**src/rtl/ttfs_output_decoder_pkg.sv**
```systemverilog
// Shared types for the time-to-first-spike output decoder: controller states and class table entry.
package ttfs_output_decoder_pkg;

    localparam int TICK_W = 8;

    typedef enum logic [1:0] {
        S_IDLE    = 2'd0,
        S_COLLECT = 2'd1,
        S_RESOLVE = 2'd2,
        S_DONE    = 2'd3
    } state_t;

    // One class table entry, read back as {fired, first_tick}.
    typedef struct packed {
        logic              fired;
        logic [TICK_W-1:0] first_tick;
    } entry_t;

endpackage

```
**src/rtl/ttfs_argmin_scan.sv**
```systemverilog
// Sequential argmin over the class table: one class per cycle while en is high, lowest index wins ties.
module ttfs_argmin_scan #(
    parameter int N_OUT = 10,
    parameter int TW    = 8,
    parameter int IW    = $clog2(N_OUT)
) (
    input  logic          clk,
    input  logic          rst,
    input  logic          en,
    input  logic          cand_fired,
    input  logic [TW-1:0] cand_tick,
    output logic [IW-1:0] idx,
    output logic          last,
    output logic [IW-1:0] best_idx_next,
    output logic          found_next
);

    logic [TW-1:0] best_tick_q;
    logic [IW-1:0] best_idx_q;
    logic          found_q;
    logic          take;

    // Strict less-than keeps the earlier (lower) index on equal ticks.
    assign take          = cand_fired && (!found_q || (cand_tick < best_tick_q));
    assign best_idx_next = take ? idx : best_idx_q;
    assign found_next    = found_q | cand_fired;
    assign last          = (idx == IW'(N_OUT - 1));

    always_ff @(posedge clk) begin
        if (rst || !en) begin
            idx         <= '0;
            best_idx_q  <= '0;
            best_tick_q <= '0;
            found_q     <= 1'b0;
        end else begin
            if (!last) begin
                idx <= idx + 1'b1;
            end
            if (take) begin
                best_idx_q  <= idx;
                best_tick_q <= cand_tick;
                found_q     <= 1'b1;
            end
        end
    end

endmodule

```
**src/rtl/ttfs_output_decoder.sv**
```systemverilog
// Records the first spike tick of each output neuron and picks the earliest-firing class as the result.
//   state     | meaning
//   S_IDLE    | waiting for start_i after reset
//   S_COLLECT | recording first spike tick per output class
//   S_RESOLVE | scanning table for the earliest fired class
//   S_DONE    | decision held on winner_o until next start_i
module ttfs_output_decoder
    import ttfs_output_decoder_pkg::*;
#(
    parameter int N     = 256,
    parameter int N_OUT = 10,
    parameter int TW    = TICK_W
) (
    input  logic                     CLK,
    input  logic                     RST,
    input  logic                     start_i,
    input  logic [$clog2(N)-1:0]     out_base_i,
    input  logic                     early_exit_i,
    input  logic                     spike_valid_i,
    input  logic [$clog2(N)-1:0]     spike_addr_i,
    input  logic [TW-1:0]            tick_i,
    input  logic                     inference_done_i,
    input  logic [$clog2(N_OUT)-1:0] rd_idx_i,
    output logic [TW:0]              rd_data_o,
    output logic                     busy_o,
    output logic [$clog2(N_OUT)-1:0] winner_o,
    output logic                     winner_valid_o,
    output logic                     no_spike_o,
    output logic                     intr_done_o
);

    localparam int AW = $clog2(N);
    localparam int IW = $clog2(N_OUT);

    state_t        state_q, state_d;
    entry_t        tbl_q [N_OUT];

    logic [AW:0]   addr_x, lo_x, hi_x;
    logic          in_range;
    logic [IW-1:0] cls;
    logic          recorded;

    logic [IW-1:0] scan_idx;
    logic          scan_last;
    logic [IW-1:0] best_idx_next;
    logic          found_next;

    // Range check one bit wider than the address so base+N_OUT cannot wrap.
    assign addr_x   = {1'b0, spike_addr_i};
    assign lo_x     = {1'b0, out_base_i};
    assign hi_x     = lo_x + (AW + 1)'(N_OUT);
    assign in_range = (addr_x >= lo_x) && (addr_x < hi_x);
    assign cls      = IW'(spike_addr_i - out_base_i);
    assign recorded = (state_q == S_COLLECT) && spike_valid_i && in_range
                      && !start_i && !tbl_q[cls].fired;

    always_comb begin
        state_d = state_q;
        if (start_i) begin
            state_d = S_COLLECT;
        end else begin
            case (state_q)
                S_COLLECT: if (inference_done_i || (early_exit_i && recorded)) state_d = S_RESOLVE;
                S_RESOLVE: if (scan_last) state_d = S_DONE;
                default:   state_d = state_q;
            endcase
        end
    end

    always_ff @(posedge CLK) begin
        if (RST) begin
            state_q <= S_IDLE;
        end else begin
            state_q <= state_d;
        end
    end

    always_ff @(posedge CLK) begin
        if (RST || start_i) begin
            for (int i = 0; i < N_OUT; i++) begin
                tbl_q[i] <= '0;
            end
        end else if (recorded) begin
            tbl_q[cls] <= '{fired: 1'b1, first_tick: tick_i};
        end
    end

    ttfs_argmin_scan #(
        .N_OUT (N_OUT),
        .TW    (TW),
        .IW    (IW)
    ) u_scan (
        .clk           (CLK),
        .rst           (RST),
        .en            (state_q == S_RESOLVE),
        .cand_fired    (tbl_q[scan_idx].fired),
        .cand_tick     (tbl_q[scan_idx].first_tick),
        .idx           (scan_idx),
        .last          (scan_last),
        .best_idx_next (best_idx_next),
        .found_next    (found_next)
    );

    // winner_o is left alone by start_i; only winner_valid_o says whether it is current.
    always_ff @(posedge CLK) begin
        if (RST) begin
            winner_o       <= '0;
            winner_valid_o <= 1'b0;
            no_spike_o     <= 1'b0;
            intr_done_o    <= 1'b0;
        end else begin
            intr_done_o <= 1'b0;
            if (start_i) begin
                winner_valid_o <= 1'b0;
                no_spike_o     <= 1'b0;
            end else if ((state_q == S_RESOLVE) && scan_last) begin
                winner_o       <= found_next ? best_idx_next : '0;
                no_spike_o     <= !found_next;
                winner_valid_o <= 1'b1;
                intr_done_o    <= 1'b1;
            end
        end
    end

    assign busy_o    = (state_q == S_COLLECT) || (state_q == S_RESOLVE);
    assign rd_data_o = ({1'b0, rd_idx_i} < (IW + 1)'(N_OUT)) ? tbl_q[rd_idx_i] : '0;

endmodule

```
**config.mk**
```make
export PLATFORM = sky130hd
export DESIGN_NAME = ttfs_output_decoder
export DESIGN_NICKNAME = d
export VERILOG_FILES = /design/src/rtl/ttfs_output_decoder_pkg.sv /design/src/rtl/ttfs_argmin_scan.sv /design/src/rtl/ttfs_output_decoder.sv
export SDC_FILE = /design/constraint.sdc
export NUM_CORES = 1
export LEC_CHECK = 0
export CORE_UTILIZATION = 61
export CTS_CLUSTER_DIAMETER = 40
export DETAILED_ROUTE_END_ITERATION = 6
export PLACE_DENSITY = 0.91
export SYNTH_ARGS = -nofsm -noshare
export SYNTH_HDL_FRONTEND = slang
export SYNTH_SLANG_ARGS = --single-unit
```
**constraint.sdc**
```tcl
create_clock -name CLK -period 10.4 [get_ports CLK]
set_input_delay 1.56 -clock CLK [delete_from_list [all_inputs] [get_ports CLK]]
set_output_delay 1.56 -clock CLK [all_outputs]
set_load 0.02 [all_outputs]
```
==> results.ini, run 1 <==
[final_layout]
finalNetCount = 742
drive_gt1_share_pct = 20.1
n_antenna_cell = 0
area_growth_pct = 13.3
fillers = 830

[sta]
tightest_slew_ns = 1.22
max_freq_mhz = 156
hold_slack_ns = 0.457
finalCritPeriodShare_pct = 61.6
hold_viol_final = 0
rsz0062_at_grt = no
setup_tns_ns = 0
min_period_ns = 6.41
finClkSkew_ns = 0.00757
relSlewSlack_pct = 17.5
setup_violations = 0
maxSlewViolCount = 0

[clock_tree]
cts_buffers = 17
post-cts-setup-buffer-count = 0
cts_resized = 0
clk_pin_slew_ns = 0.06
clock-root-buffer = clkbuf_16
tritoncts = done
hold_buffers = 0
cts_htree_levels = 4
clkLatencyLatePin_ns = 0.43
clock-sinks = 174
clock_path_buffers = 2

[route]
vias_per_cell = 6.85
ant_nets = 0
vias = 5983
wirelength_um = 21800
wl_per_cell_um = 24.9
drtIter0Drc = 531
dr.pass1.iters = 5
drc_errors = 0

[critical_path]
crit_chain = clkdlybuf4s50_1 -> clkinv_1 -> nor2_1 -> a22oi_1 -> o21ai_0 -> clkdlybuf4s50_1
startpoint_type = input pin
cp_slowest_stage_delay_ns = 0.82
crit_top_cell = clkdlybuf4s50_1
arrival_ns = 4.85
critPathSlowestCell = clkdlybuf4s50_1
crit_required_ns = 8.84
worst_setup_path_end_kind = output pin
crit_type = input pin to output pin
worstPathMaxFanout = 10

[die]
die_y_um = 123
coreArea_um2 = 14000
initial_core_util_pct = 63.1
die_w_um = 123
num_rows = 43
num_io_pins = 51
die_area_um2 = 15000

[global_routing]
grt_max_degree = 39
grt_pass1_vias = 6080
grt_pass1_wl_um = 33300
antenna_found_initial = 0
grt.total_usage_pct = 31.3
grt_overflow = 0

[power_and_ir_drop]
power_density_nw_per_um2 = 154
p_leak_nw = 3.61
peakVddDrop_v = 0.000154

[yosys]
yosysMostFrequentCell = edfxtp_1
synth_area_per_cell_um2 = 13.8
synth-xor-area-share_pct = 0.790
synth_top_area_share_pct = 48.8
synth-warning-count = 0
synth_cells = 642
synth_common_cells = edfxtp_1 (144), nor2_1 (69), mux4_2 (63)
synth-seq-cells = 174
synth_nets = 704
muxShareOfSynthArea_pct = 19.5
yosysSeqAreaShare_pct = 55.6
ys_types = 49
synth_fa_ha_area_share_pct = 4.04
synth.cell_area_um2 = 8860
synth_top_family_by_area = multiplexers
synth_ff_type = edfxtp_1
yosysTopAreaCell = edfxtp_1
synth-compound-area-share_pct = 5.96
synthTopCellsByArea = edfxtp_1 (49%), mux4_2 (16%), dfxtp_1 (6.8%)
synthArstFlopShare_pct = 0
synth_edf_count = 144
yosys.area_share.simple_pct = 10.1

[placed_design]
dp_hpwl_um = 14400
globalplace.congestion = 0.935
io_buffer_count = 50

[job]
drv_cap = 0

[status]
status = finished, final reports clean

[hold_path]
min_path_type = register to register

## per-stage QoR
stage | setup slack [ns] | utilization, % | instances | total power, mW | instance area, um^2
5_1_grt | 3.89 | 71.5 | 873 | 1.58 | 10000
3_3_place_gp | 3.87 | 67.6 | 841 | 0.936 | 9490
4_1_cts | 4.09 | 71.5 | 873 | 1.54 | 10000
2_1_floorplan | 4.96 | - | 642 | 0.886 | 8860
6_report | 3.99 | 71.5 | 873 | 1.55 | 10000
3_5_place_dp | 3.75 | 67.6 | 841 | 0.943 | 9490
## power breakdown
group / switching (mW) / internal (mW) / leakage [nW]
registers: 0.0107 / 0.765 / 1.85
clock network: 0.259 / 0.352 / 0.273
logic: 0.0954 / 0.0650 / 1.48
total: 0.365 / 1.18 / 3.61
## critical path, delay by kind of cell
family | cells | cell delay [ns]
simple gates | 1 | 0.80
compound gates | 2 | 0.47
buf+inv | 3 | 2.01
## metal layers
layer | wire [um] | global-route usage, % | up-vias | part of all wire (%)
met5 | 0 | 0 | - | 0
met4 | 1230 | 20.4 | 0 | 5.7
met3 | 2100 | 5.67 | 84 | 9.6
met2 | 11000 | 51.8 | 442 | 50
met1 | 7440 | 37.8 | 2915 | 34
li1 | - | - | 2542 | -
## state kept, by name (all words and copies together), names as in the netlist, named ones only
signal and count:
state_q 2, winner_valid_o 1, u_scan.found_q 1, u_scan.best_idx_q 4, tbl_q 144, winner_o 4, no_spike_o 1, u_scan.best_tick_q 8
u_scan.idx 4, intr_done_o 1
## cell type report
| type | count | area [um^2] | area share (%) |
|---|---|---|---|
| inverters | 36 | 135 | 1.35 |
| clock buffers | 21 | 440 | 4.38 |
| multi-input cells | 388 | 3600 | 35.9 |
| clock inverters | 11 | 118 | 1.17 |
| repair buffers | 63 | 598 | 5.95 |
| flip-flops and latches | 174 | 4930 | 49.0 |
| well taps | 180 | 225 | 2.24 |
## cell families after synthesis
| kind of cell | Yosys count |
|---|---|
| AO/OA/AOI/OAI | 80 |
| multiplexers | 93 |
| AND/OR/NAND/NOR | 179 |
| flip-flops | 174 |
| adder cells (fa/ha/maj) | 28 |
| XOR/XNOR | 8 |
| buffers and inverters | 80 |
## path summary, 6_finish.rpt
| check | start | end | slack [ns] | depth (start not counted) |
|---|---|---|---|---|
| max reg2reg | tbl_q[7][8] | tbl_q[7][8] | 6.36 | 7 |
| min reg2reg | winner_valid_o | winner_valid_o | 0.46 | 2 |
| min | winner_valid_o | winner_valid_o | 0.46 | 2 |
| max | rd_idx_i[1] | rd_data_o[4] | 3.99 | 6 |
## placed cells by master (no fill, tap or decap), types with 4 or more instances in the layout
master and count:
nor4_1 4, mux4_2 63, o31ai_2 4, clkbuf_16 17, nor3_1 32, mux2i_1 21
or2_2 4, mux2_2 9, nand2b_1 5, a22oi_1 11, xnor2_1 6, clkbuf_1 4
edfxtp_1 144, clkinv_2 4, nor2b_1 5, o21ai_0 24, buf_4 13, a21oi_1 11
dfxtp_1 29, nor2_1 69, clkdlybuf4s50_1 50, a21o_1 5, nand2_1 30, nand3_1 5
inv_1 35, ha_1 27, nor3_2 18
(Power assumes the default switching activity.)
==> run 2: changes to the inputs <==
CORE_UTILIZATION = 60   (was 61)
PLACE_DENSITY = 0.9   (was 0.91)
clock period = 6.4 ns   (was 10.4 ns; I/O delays follow)
==> run 2 against run 1 <==
  * Via count increased by 1.4%
  * Global-route usage increased by 0.63 points
  * Sequential cell count did not move
  * Critical endpoint is now tbl_q[10][5]
  * Largest power group unchanged
  * Highest routed layer unchanged
==> results.ini, run 2 (same netlist as run 1, synthesis figures left out) <==
[final_layout]
n_antenna_cell = 0
finalNetCount = 748
area_growth_pct = 13.8
final_util_pct = 69.7
mostFrequentLayoutCells = edfxtp_1 (144), nor2_1 (69), mux4_2 (63)
reg_top3 = tbl_q: 144 flops, u_scan.best_tick_q: 8 flops
largest-register = tbl_q
drive_gt1_share_pct = 21.0
largest_reg_flops = 144
layout_commonest_cell = edfxtp_1

[route]
ant_nets = 0
vias = 6068
drc_errors = 0
dr.pass1.iters = 7
wl_per_cell_um = 25.2
wirelength_um = 22200
vias_per_cell = 6.87
drtIter0Drc = 680

[hold_path]
min_path_type = register to register

[power_and_ir_drop]
peakVddDrop_v = 0.000209
power_density_nw_per_um2 = 251
total_power_mw = 2.54
p_leak_nw = 3.63

[placed_design]
io_buffer_count = 50
dp_hpwl_um = 15000
globalplace.congestion = 0.885

[global_routing]
grt_overflow = 0
grt_pass1_wl_um = 34300
grt.total_usage_pct = 31.9
antenna_found_initial = 0
grt_max_degree = 35
grt_pass1_vias = 6322

[sta]
relSlewSlack_pct = 31.0
min_period_ns = 5.23
tightest_slew_ns = 1.04
hold_viol_final = 0
rsz0062_at_grt = no
setup_tns_ns = 0
setup_violations = 0
finalCritPeriodShare_pct = 81.8
max_freq_mhz = 191
maxSlewViolCount = 0
finClkSkew_ns = 0.0124

[critical_path]
worst_setup_path_end_kind = register
cp_slowest_stage_delay_ns = 0.75
worstPathMaxFanout = 16
crit_type = input pin to register
path_buf_inv = 2
startpoint_type = input pin
critPathSlowestCell = fa_1
arrival_ns = 5.30
crit_required_ns = 6.46
path_delay_family = simple AND/OR/NAND/NOR gates
crit_chain = clkdlybuf4s50_1 -> ha_1 -> inv_1 -> fa_1 -> mux4_2 -> nor2b_1 -> a221o_1 -> a2111o_1 -> or2_2 -> nor2_1

[job]
drv_cap = 0

[die]
die_y_um = 124
die_w_um = 124
num_rows = 44
die_area_um2 = 15300
initial_core_util_pct = 61.2
coreArea_um2 = 14500
num_io_pins = 51

[clock_tree]
post-cts-setup-buffer-count = 0
clock-root-buffer = clkbuf_16
clk_pin_slew_ns = 0.07
cts_buffers = 17
clkLatencyLatePin_ns = 0.44
cts_resized = 0
tritoncts = done
clock_path_buffers = 2
clock-sinks = 174
hold_buffers = 0
cts_htree_levels = 4

[status]
status = finished, final reports clean

[run 2: cell types whose count changed in the layout (fill, tap and decap cells not counted), moves of 3 or more]
cell	delta
buf_4	+6
clkinvlp_4	+3
o31ai_1	+4
o31ai_2	-4
clkbuf_1	-4
inv_6	+4
[run 2: worst reg2reg max path, cell delays in order (launching register included)]
cell      delay (ns)
dfxtp_2         0.91
buf_4           0.42
mux4_2          0.58
mux4_2          0.53
ha_1            0.30
o21ai_0         0.08
nand2b_1        0.09
a21oi_1         0.07
nor3_1          0.16
a21o_1          0.59
mux2i_1         0.30
o21ai_0         0.11
[run 2: area by class of cell]
cell class / instances / area [um^2]
Timing Repair Buffer: 69 / 638
Inverter: 36 / 135
Clock inverter: 15 / 153
Clock buffer: 17 / 425
Fill cell: 881 / 4390
Multi-Input combinational cell: 388 / 3580
Tap cell: 184 / 230
Sequential cell: 174 / 4930
[run 2: routing by layer]
| metal | vias up | track usage [%] | wire (um) |
|---|---|---|---|
| met5 | - | 0 | 0 |
| met4 | 0 | 19.0 | 1290 |
| met3 | 110 | 7.38 | 2290 |
| met2 | 471 | 54.4 | 11200 |
| met1 | 2933 | 36.8 | 7490 |
| li1 | 2554 | - | - |
[run 2: power breakdown]
part,switching (mW),internal (mW),total [mW],leakage (nW)
clock network,0.465,0.548,1.01,0.274
logic,0.155,0.107,0.262,1.50
registers,0.0196,1.24,1.26,1.85
[run 2: per-stage QoR]
step	hold slack, ns	setup WS (ns)	instances	area (um^2)
finish	0.453	1.17	883	10100
global route	0.479	0.965	883	10100
CTS	0.456	1.18	883	10100
detailed placement	0.446	0.789	851	9510
global placement	0.434	0.998	851	9510
floorplan	0.455	1.56	642	8860
[run 2: worst paths after layout]
check	from	end	slack [ns]	cells after the start
hold / removal	winner_valid_o	winner_valid_o	0.45	2
setup reg to reg	register	winner_o[1]	2.10	11
setup / recovery	out_base_i[0]	tbl_q[10][5]	1.17	10
hold reg to reg	winner_valid_o	winner_valid_o	0.45	2
